--- src/rtl/simple_lsu_pkg.sv ---
// -----------------------------------------------------------------------------
// simple_lsu_pkg
// Shared definitions for the load/store unit:
//   - RV32I load/store funct3 codes
//   - FSM state encoding (2 bits)
//   - access size codes and helpers that derive size / byte strobes from funct3
// -----------------------------------------------------------------------------
package simple_lsu_pkg;

   // Load funct3 codes
   localparam logic [2:0] F3_LB  = 3'd0;
   localparam logic [2:0] F3_LH  = 3'd1;
   localparam logic [2:0] F3_LW  = 3'd2;
   localparam logic [2:0] F3_LBU = 3'd4;
   localparam logic [2:0] F3_LHU = 3'd5;

   // Store funct3 codes
   localparam logic [2:0] F3_SB  = 3'd0;
   localparam logic [2:0] F3_SH  = 3'd1;
   localparam logic [2:0] F3_SW  = 3'd2;

   // Access size in bytes
   localparam logic [2:0] SIZE_B = 3'd1;
   localparam logic [2:0] SIZE_H = 3'd2;
   localparam logic [2:0] SIZE_W = 3'd4;

   typedef enum logic [1:0] {
      ST_IDLE   = 2'd0,
      ST_ACCESS = 2'd1,
      ST_RESP   = 2'd2
   } lsu_state_e;

   // Size is carried by funct3[1:0] for both loads and stores.
   // Code 3 is illegal and is rejected separately, so it may map anywhere.
   function automatic logic [2:0] access_size(input logic [1:0] f3_lo);
      logic [2:0] size;
      case (f3_lo)
         2'd0:    size = SIZE_B;
         2'd1:    size = SIZE_H;
         default: size = SIZE_W;
      endcase
      return size;
   endfunction

   function automatic logic [3:0] store_strobe(input logic [1:0] f3_lo);
      logic [3:0] strb;
      case (f3_lo)
         2'd0:    strb = 4'b0001;
         2'd1:    strb = 4'b0011;
         default: strb = 4'b1111;
      endcase
      return strb;
   endfunction

endpackage

--- src/rtl/simple_lsu_extend.sv ---
// -----------------------------------------------------------------------------
// simple_lsu_extend
// Combinational load-data extension: selects the byte / half / word from the
// memory word (byte 0 = addressed byte) and sign- or zero-extends it.
// Ports:
//   funct3_i  in  3   load funct3 (LB/LH/LW/LBU/LHU)
//   word_i    in  32  raw memory read data
//   data_o    out 32  extended load data (0 for codes that are not loads)
// -----------------------------------------------------------------------------
module simple_lsu_extend
   import simple_lsu_pkg::*;
(
   input  logic [2:0]  funct3_i,
   input  logic [31:0] word_i,
   output logic [31:0] data_o
);

   always_comb begin
      data_o = 32'd0;
      case (funct3_i)
         F3_LB:   data_o = {{24{word_i[7]}}, word_i[7:0]};
         F3_LH:   data_o = {{16{word_i[15]}}, word_i[15:0]};
         F3_LW:   data_o = word_i;
         F3_LBU:  data_o = {24'd0, word_i[7:0]};
         F3_LHU:  data_o = {16'd0, word_i[15:0]};
         default: data_o = 32'd0;
      endcase
   end

endmodule

--- src/rtl/simple_lsu.sv ---
// -----------------------------------------------------------------------------
// simple_lsu
// Load/store unit between the core memory stage and a byte-addressed data
// memory. One request per transaction: IDLE -> ACCESS -> RESP, or IDLE -> RESP
// directly when the request faults (misaligned, out of range, bad funct3).
// Ports:
//   iwClk, iwnRst                 clock, async active-low reset
//   iwReqValid / owReqReady       request handshake (ready only in IDLE)
//   iwReqWrite, iwReqFunct3       store flag, RV32I funct3
//   iwReqAddr, iwReqWdata         byte address, low-aligned store data
//   owRespValid / iwRespReady     response handshake (valid only in RESP)
//   owRespRdata, owRespFault      extended load data, fault flag
//   owMemReadAddr, iwMemReadData  memory read port (combinational data)
//   owMemWriteAddr/Data, owMemWstrb  memory write port; commit on ACCESS negedge
// -----------------------------------------------------------------------------
module simple_lsu
   import simple_lsu_pkg::*;
#(
   parameter logic [31:0] pMemBytes = 32'd512
)(
   input  logic        iwClk,
   input  logic        iwnRst,
   input  logic        iwReqValid,
   output logic        owReqReady,
   input  logic        iwReqWrite,
   input  logic [2:0]  iwReqFunct3,
   input  logic [31:0] iwReqAddr,
   input  logic [31:0] iwReqWdata,
   output logic        owRespValid,
   input  logic        iwRespReady,
   output logic [31:0] owRespRdata,
   output logic        owRespFault,
   output logic [31:0] owMemReadAddr,
   input  logic [31:0] iwMemReadData,
   output logic [31:0] owMemWriteAddr,
   output logic [31:0] owMemWriteData,
   output logic [3:0]  owMemWstrb
);

   lsu_state_e  state_q,  state_d;
   logic        write_q,  write_d;
   logic [2:0]  funct3_q, funct3_d;
   logic [31:0] addr_q,   addr_d;
   logic [31:0] wdata_q,  wdata_d;
   logic [31:0] rdata_q,  rdata_d;
   logic        fault_q,  fault_d;

   // ---------------------------------------------------------------------
   // Request checks, evaluated on the live request inputs in IDLE
   // ---------------------------------------------------------------------
   logic [2:0]  req_size;
   logic        req_illegal;
   logic        req_misaligned;
   logic        req_out_of_range;
   logic        req_fault;
   logic [32:0] req_end;

   assign req_size = access_size(iwReqFunct3[1:0]);

   // Stores only have SB/SH/SW; loads additionally have LBU/LHU.
   assign req_illegal = iwReqWrite ? (iwReqFunct3 >= 3'd3)
                                   : ((iwReqFunct3 == 3'd3) || (iwReqFunct3 >= 3'd6));

   assign req_misaligned = ((req_size != SIZE_B) && iwReqAddr[0]) ||
                           ((req_size == SIZE_W) && iwReqAddr[1]);

   // 33-bit sum so an address near 2^32 cannot wrap into the legal range.
   assign req_end          = {1'b0, iwReqAddr} + {30'd0, req_size};
   assign req_out_of_range = req_end > {1'b0, pMemBytes};

   assign req_fault = req_illegal || req_misaligned || req_out_of_range;

   // ---------------------------------------------------------------------
   // Load data extension
   // ---------------------------------------------------------------------
   logic [31:0] ext_data;

   simple_lsu_extend u_extend (
      .funct3_i (funct3_q),
      .word_i   (iwMemReadData),
      .data_o   (ext_data)
   );

   // ---------------------------------------------------------------------
   // State register
   // ---------------------------------------------------------------------
   always_ff @(posedge iwClk or negedge iwnRst) begin
      if (!iwnRst) begin
         state_q  <= ST_IDLE;
         write_q  <= 1'b0;
         funct3_q <= 3'd0;
         addr_q   <= 32'd0;
         wdata_q  <= 32'd0;
         rdata_q  <= 32'd0;
         fault_q  <= 1'b0;
      end else begin
         state_q  <= state_d;
         write_q  <= write_d;
         funct3_q <= funct3_d;
         addr_q   <= addr_d;
         wdata_q  <= wdata_d;
         rdata_q  <= rdata_d;
         fault_q  <= fault_d;
      end
   end

   // ---------------------------------------------------------------------
   // Next state and outputs
   // ---------------------------------------------------------------------
   always_comb begin
      state_d     = state_q;
      write_d     = write_q;
      funct3_d    = funct3_q;
      addr_d      = addr_q;
      wdata_d     = wdata_q;
      rdata_d     = rdata_q;
      fault_d     = fault_q;
      owReqReady  = 1'b0;
      owRespValid = 1'b0;
      owMemWstrb  = 4'b0000;

      case (state_q)
         ST_IDLE: begin
            owReqReady = 1'b1;
            if (iwReqValid) begin
               write_d  = iwReqWrite;
               funct3_d = iwReqFunct3;
               addr_d   = iwReqAddr;
               wdata_d  = iwReqWdata;
               rdata_d  = 32'd0;
               fault_d  = req_fault;
               state_d  = req_fault ? ST_RESP : ST_ACCESS;
            end
         end

         ST_ACCESS: begin
            // Decoded only from registered state so the strobes cannot
            // glitch before the memory commits on the falling edge.
            if (write_q) begin
               owMemWstrb = store_strobe(funct3_q[1:0]);
            end
            rdata_d = write_q ? 32'd0 : ext_data;
            state_d = ST_RESP;
         end

         ST_RESP: begin
            owRespValid = 1'b1;
            if (iwRespReady) begin
               state_d = ST_IDLE;
            end
         end

         default: state_d = ST_IDLE;
      endcase
   end

   assign owRespRdata    = rdata_q;
   assign owRespFault    = fault_q;
   assign owMemReadAddr  = addr_q;
   assign owMemWriteAddr = addr_q;
   assign owMemWriteData = wdata_q;

endmodule

--- config.mk ---
export PLATFORM = sky130hd
export DESIGN_NAME = simple_lsu
export DESIGN_NICKNAME = d
export VERILOG_FILES = /design/src/rtl/simple_lsu_pkg.sv /design/src/rtl/simple_lsu_extend.sv /design/src/rtl/simple_lsu.sv
export SDC_FILE = /design/constraint.sdc
export NUM_CORES = 1
export LEC_CHECK = 0
export CAP_MARGIN = 20
export CELL_PAD_IN_SITES_DETAIL_PLACEMENT = 0
export CELL_PAD_IN_SITES_GLOBAL_PLACEMENT = 1
export CORE_AREA = 2 2 131 133
export CTS_CLUSTER_DIAMETER = 120
export DETAILED_ROUTE_END_ITERATION = 7
export DIE_AREA = 0 0 133 135
export HOLD_SLACK_MARGIN = 0.15
export PLACE_DENSITY = 0.82
export SETUP_SLACK_MARGIN = 0.05
export SYNTH_ARGS = -nofsm -noshare
export SYNTH_HDL_FRONTEND = slang
export SYNTH_SLANG_ARGS = --single-unit
export TNS_END_PERCENT = 20
--- constraint.sdc ---
create_clock -name iwClk -period 2.12 [get_ports iwClk]
set_input_delay 0.212 -clock iwClk [delete_from_list [all_inputs] [get_ports iwClk]]
set_output_delay 0.212 -clock iwClk [all_outputs]
set_load 0.02 [all_outputs]
==> impl_metrics.tcl, run 1 <==
set metrics [dict create \
    grt_pass1_vias 4645 \
    start_util 0.305 \
    globalplace.congestion 0.911 \
    synth_seq_cells 103 \
    p_clk_frac 0.254 \
    postSynthAreaPerCell_um2 11.3 \
    violations "setup timing" \
    async_flop_share 1.00 \
    reg2reg_to "owMemWriteData[10]" \
    numClockSinks 103 \
    fmax_ghz 0.370 \
    die_y_um 135 \
    cts-root-buf "clkbuf_16" \
    cts_buffers 9 \
    start_kind "primary input" \
    post_drt_wl_per_cell_um 16.1 \
    switching_power_mw 2.33 \
    hp-class "in -> reg" \
    clockBufferDepth 2 \
    tightest_slew_ps 605 \
    dr.pass1.iters 4 \
    cts_tree "done" \
    drive_gt1_frac 0.268 \
    synthesis.area_um2 5010 \
    worst_ep_arrival_time_ps 2940 \
    htreeDepth 3 \
    grt_setup_unrepaired "true" \
    grt_max_degree 104 \
    postRouteAntennaNets 0 \
    cap_violations 0 \
    num_antenna_cells 0 \
    powerDensity_nw_per_um2 832 \
    status "complete, but fails checks" \
    cellLeakagePower_nw 3.60 \
    clk_latency_ps 360 \
    row_count 47 \
    finalHoldViolCount 0 \
    fillers 1418 \
    synth_cells 442 \
    slew_viol_final 0 \
    synth.distinct_cells 54 \
    cp_slowest_cell "or4_4" \
    setup_tns_ps -1420 \
    grt_usage 0.171 \
    fin_nets 826 \
    skew_ps 13.6 \
    total_power_mw 7.04 \
    num_vias 4476 \
    grt_pass1_wl_um 24600 \
    via_per_inst 4.75 \
    worstPathMaxFanout 5 \
    numPortBuffers 238 \
    crit_type "in -> reg" \
    cp-end-kind "flop" \
    place_hpwl_um 11400 \
    drt_iter0_drc 162 \
    hold_end "funct3_q[0]" \
    synthFlopType "dfrtp_1" \
    die_w_um 133 \
    setup_ws_ps -585 \
    syn2layout_area_growth_pct 69.1 \
    finalSetupViolations 3 \
    period_share 1.28 \
    clk_pin_slew_ps 70 \
    route.detailed.drc 0 \
    power.share.switching 0.332 \
    max_stage_delay_ps 540 \
    combPwrFrac 0.384 \
    p_int_mw 4.71 \
    p_seq_frac 0.362 \
    drt_wl_total_um 15200 \
    worstHoldStart "iwReqFunct3[0]" \
    reg2regPathDepth 4 \
    synth_edf_count 0 \
    reg2reg_slack_ps 500 \
    critical_path_required_ps 2350 \
    ir_drop_mv 0.497 \
    overflow 0 \
    min_path_cells 3 \
    syn_nets 550 \
    relSlewSlack 0.597 \
    die_area_um2 18000 \
    critical_path.cell_chain "buf_12 > nor2b_4 > ha_4 > a21o_1 > a21o_4 > buf_12 > nand3b_4 > nor2_1 > o31a_1 > or4_4 > or4_4 > mux2_4" \
    pin_count 239 \
    reg2reg_from "state_q[1]" \
    coreArea_um2 16400 \
    ys_seq_area_frac 0.515 \
    yosys_warnings 0 \
    antenna_found_initial 0 \
    min_period_ps 2710 \
]
-- worst max path at each step --
stage,startpoint,end,slack (ps),cells after the start
final,iwReqFunct3[1],owRespFault,-590,12
after floorplan,iwReqFunct3[0],owRespFault,-630,10
after global routing,iwReqFunct3[1],owRespFault,-630,13
after detailed placement,iwReqFunct3[1],owRespFault,-1450,12
after global placement,iwReqFunct3[1],owRespFault,-1360,11
after CTS,iwReqFunct3[1],owRespFault,-560,12
-- cells in the mapped netlist (all sizes together), types with 2 or more instances --
| cell type | number | area (um^2) |
|---|---|---|
| xor2 | 6 | 52.6 |
| a31o | 2 | 17.5 |
| ha | 3 | 37.5 |
| o31a | 2 | 17.5 |
| nor4 | 7 | 43.8 |
| nand2 | 31 | 116 |
| dfrtp | 103 | 2580 |
| a21oi | 35 | 175 |
| and2 | 2 | 12.5 |
| inv | 3 | 11.3 |
| o21a | 2 | 15.0 |
| a22o | 8 | 70.1 |
| nand3b | 3 | 35.0 |
| nor3b | 3 | 22.5 |
| o21ai | 32 | 160 |
| o211ai | 2 | 15.0 |
| o31ai | 2 | 15.0 |
| nand3 | 11 | 72.6 |
| nor3 | 9 | 56.3 |
| and4 | 2 | 17.5 |
| o21bai | 2 | 15.0 |
| clkbuf | 13 | 48.8 |
| mux2 | 68 | 769 |
| and3 | 5 | 31.3 |
| nand4 | 6 | 37.5 |
| or2 | 2 | 12.5 |
| nor2 | 13 | 48.8 |
| buf | 37 | 264 |
| a21o | 3 | 30.0 |
| mux2i | 3 | 30.0 |
| nor2b | 3 | 18.8 |
| or4 | 5 | 37.5 |
-- placed cells by master, fill, tap and decap left out, types with 3 or more instances in the layout --
cell type | netlist | routed
dlymetal6s2s_1 | 0 | 7
buf_12 | 0 | 4
nor3b_1 | 3 | 3
and3_1 | 5 | 4
nor4_1 | 7 | 5
clkdlybuf4s50_1 | 0 | 219
nor2_1 | 13 | 12
mux2i_1 | 3 | 3
nor3_2 | 0 | 3
inv_1 | 3 | 3
a21oi_1 | 35 | 33
dlygate4sd2_1 | 0 | 6
nand3_1 | 9 | 9
inv_8 | 0 | 3
o21ai_0 | 32 | 32
nand4_1 | 6 | 6
a22o_1 | 8 | 8
buf_4 | 33 | 73
or4_4 | 0 | 3
ha_4 | 0 | 3
mux2_2 | 67 | 67
nand2_1 | 31 | 31
dfrtp_1 | 103 | 103
xor2_1 | 6 | 6
nor3_1 | 8 | 4
clkbuf_16 | 0 | 9
-- cells by family after synthesis --
kind of cell | Yosys count | share of synthesized area
adder cells (fa/ha/maj) | 4 | 0.0115
AO/OA/AOI/OAI | 97 | 0.117
multiplexers | 71 | 0.160
buffers and inverters | 53 | 0.0647
XOR/XNOR | 7 | 0.0122
flip-flops | 103 | 0.515
AND/OR/NAND/NOR | 107 | 0.120
-- layer usage --
metal	up-vias	share of wire	track usage	wire length, um
met4	0	0.014	0.0544	212
met1	2182	0.42	0.218	6390
met5	-	0	0	0
met3	14	0.070	0.0447	1060
li1	2120	-	-	-
met2	160	0.49	0.285	7510
-- registers in the layout (all words and copies together) (netlist names) --
register / cells
funct3_q: 3
write_q: 1
state_q: 2
owRespFault: 1
owMemWriteData: 32
owRespRdata: 32
owMemReadAddr: 32
-- metrics by stage --
step | std cells | area [um^2] | worst slack [ps] | hold slack (ps) | utilization
final | 943 | 8470 | -585 | 220 | 0.516
after global routing | 943 | 8470 | -633 | 211 | 0.516
after CTS | 941 | 8430 | -560 | 208 | 0.514
after detailed placement | 919 | 7980 | -1450 | 336 | 0.486
after global placement | 919 | 7980 | -1360 | 316 | 0.486
after floorplan | 442 | 5060 | -630 | -83.6 | -
-- worst max-delay path: cells and delay by family --
family / cells / cell delay (ps)
AND/OR/NAND/NOR: 5 / 1320
AO/OA/AOI/OAI: 3 / 690
multiplexers: 1 / 270
buffers and inverters: 2 / 240
adder cells (fa/ha/maj): 1 / 200
-- power by group through the flow --
stage	logic (mW)	clock network (mW)	registers, mW
after global placement	2.68	0	2.56
after detailed placement	2.71	0	2.58
after floorplan	1.04	0	2.93
after global routing	2.86	1.95	2.60
final	2.70	1.79	2.55
after CTS	2.73	1.87	2.55
-- cell type report --
| type | count | area [um^2] | share of cell area |
|---|---|---|---|
| flip-flops and latches | 103 | 2580 | 0.304 |
| clock buffers | 9 | 225 | 0.0266 |
| repair buffers | 315 | 3020 | 0.357 |
| multi-input cells | 286 | 2260 | 0.267 |
| inverters | 3 | 11.3 | 0.00133 |
| clock inverters | 7 | 97.6 | 0.0115 |
| well taps | 220 | 275 | 0.0325 |
-- repair_timing --
action,4_1_cts,5_1_grt
pin swaps,14,5
endpoints found under the setup margin,7,6
hold endpoints to repair,104,0
buffers inserted,4,2
hold buffers,2,0
gates resized for setup,43,8
Note: power is estimated with default switching activity, not from simulation.
==> inputs of run 2 (changes only) <==
--- a/constraint.sdc
+++ b/constraint.sdc
@@ -3,2 +3,2 @@
 set_output_delay 0.212 -clock iwClk [all_outputs]
-set_load 0.02 [all_outputs]
+set_load 0.005 [all_outputs]
==> run 2 against run 1 <==
The run still ends with setup timing left. Sequential share of layout area grew 0.25 points. Register-to-register slack lost 60 ps. Non-clock buffer count shrank 5. Routed wire length grew 0.42%. Clock power is essentially flat. Clock skew shrank 6.3 ps.
==> impl_metrics.tcl, run 2 (synthesis results as in run 1) <==
set metrics [dict create \
    status "complete, but fails checks" \
    violations "setup timing" \
    instances_no_fill 938 \
    cts_buffers 9 \
    globalplace.congestion 0.894 \
    postRouteAntennaNets 0 \
    place_hpwl_um 11400 \
    die_area_um2 18000 \
    cts_tree "done" \
    setup_ws_ps -481 \
    p_clk_frac 0.280 \
    drt_iter0_drc 173 \
    min_period_ps 2600 \
    worst_ep_arrival_time_ps 2840 \
    grt_pass1_vias 4673 \
    die_y_um 135 \
    skew_ps 7.31 \
    antenna_found_initial 0 \
    multi_input_area_um2 2260 \
    drt_wl_total_um 15200 \
    powerDensity_nw_per_um2 773 \
    clk_pin_slew_ps 80 \
    clockBufferDepth 2 \
    die_w_um 133 \
    cts-root-buf "clkbuf_16" \
    cap_violations 0 \
    worstPathMaxFanout 4 \
    via_per_inst 4.77 \
    p_int_mw 4.69 \
    utilization 0.512 \
    fillers 1409 \
    grt_max_degree 104 \
    route.detailed.drc 0 \
    period_share 1.23 \
    relSlewSlack 0.620 \
    ir_drop_mv 0.399 \
    clk_latency_ps 350 \
    start_util 0.305 \
    p_seq_frac 0.393 \
    overflow 0 \
    finalSetupViolations 3 \
    crit_type "in -> reg" \
    fin_nets 821 \
    switching_power_mw 1.80 \
    hp-class "in -> reg" \
    combPwrFrac 0.327 \
    cp-end-kind "flop" \
    grt_setup_unrepaired "true" \
    power.share.switching 0.277 \
    post_drt_wl_per_cell_um 16.2 \
    final_cell_mix "clkdlybuf4s50_1, dfrtp_1, buf_4, mux2_2, a21oi_1" \
    grt_usage 0.172 \
    row_count 47 \
    reg2reg_slack_ps 440 \
    total_power_mw 6.49 \
    critical_path_required_ps 2360 \
    dp_cells 919 \
    num_antenna_cells 0 \
    start_kind "primary input" \
    cellLeakagePower_nw 3.48 \
    htreeDepth 3 \
    syn2layout_area_growth_pct 67.8 \
    coreArea_um2 16400 \
    place_ws_ps -1430 \
    numClockSinks 103 \
    dr.pass1.iters 5 \
    drive_gt1_frac 0.266 \
    pin_count 239 \
    finalHoldViolCount 0 \
    numPortBuffers 238 \
    num_vias 4478 \
    layout_commonest_cell "clkdlybuf4s50_1" \
    tightest_slew_ps 569 \
    fmax_ghz 0.384 \
    grt_pass1_wl_um 24700 \
    slew_viol_final 0 \
    register_area_um2 2580 \
]
## run 2: changes by cell type in the layout (fill, tap and decap cells not counted), moves of 2 or more
| cell | delta |
|---|---|
| buf_4 | -5 |
| buf_6 | +2 |
| clkdlybuf4s50_1 | +7 |
| dlymetal6s2s_1 | -6 |
| nor4_1 | -2 |
## run 2: layer usage
metal  track usage  vias up  routed length (um)
li1              -     2119                   -
met1         0.216     2186                6620
met2         0.297      161                7510
met3        0.0458       12                 956
met4        0.0442        0                 155
met5             0        -                   0
## run 2: metrics by stage
step	TNS (ps)	area, um^2	hold WS (ps)
CTS	-1060	8390	208
global placement	-3710	7980	317
detailed placement	-3910	7980	332
floorplan	-1430	5060	-83.6
finish	-1100	8400	226
global route	-1410	8400	222
## run 2: worst paths after layout
check	from	end	cells past startpoint
max	iwReqFunct3[0]	owRespFault	12
min	iwReqFunct3[0]	funct3_q[0]	3
max reg2reg	state_q[1]	owMemWriteData[4]	4
min reg2reg	owRespRdata[24]	owRespRdata[24]	2
max in group asynchronous	iwnRst	state_q[0]	3
min in group asynchronous	iwnRst	owMemReadAddr[20]	3
## run 2: power by group through the flow
stage	Clock [mW]	Sequential (mW)	Combinational (mW)
after detailed placement	0	2.59	2.13
after floorplan	0	2.56	0.840
after global placement	0	2.56	2.10
after global routing	1.97	2.61	2.29
after CTS	1.89	2.56	2.16
final	1.82	2.55	2.13
## run 2: repair_timing
| item | 4_1_cts | 5_1_grt |
|---|---|---|
| hold buffers | 2 | 0 |
| gates resized for setup | 34 | 7 |
| pin swaps | 6 | 0 |
| endpoints found under the hold margin | 104 | 0 |
| endpoints found under the setup margin | 7 | 4 |
| setup buffers | 1 | 0 |
## run 2: area by class of cell
type                            instances  share of cell area
Sequential cell                       103               0.307
Timing Repair Buffer                  310               0.352
Multi-Input combinational cell        286               0.269
Clock inverter                          7              0.0116
Inverter                                3             0.00134
Tap cell                              220              0.0328
Clock buffer                            9              0.0268
## run 2: worst max-delay path, stage by stage
cell and delay [ps]:
buf_6 100, nor2b_4 130, ha_1 280, a21o_1 180, a21o_4 240, buf_12 130, nand3b_4 80, nor2_1 40
o31a_1 240, or4_4 520, or4_4 430, mux2_4 260
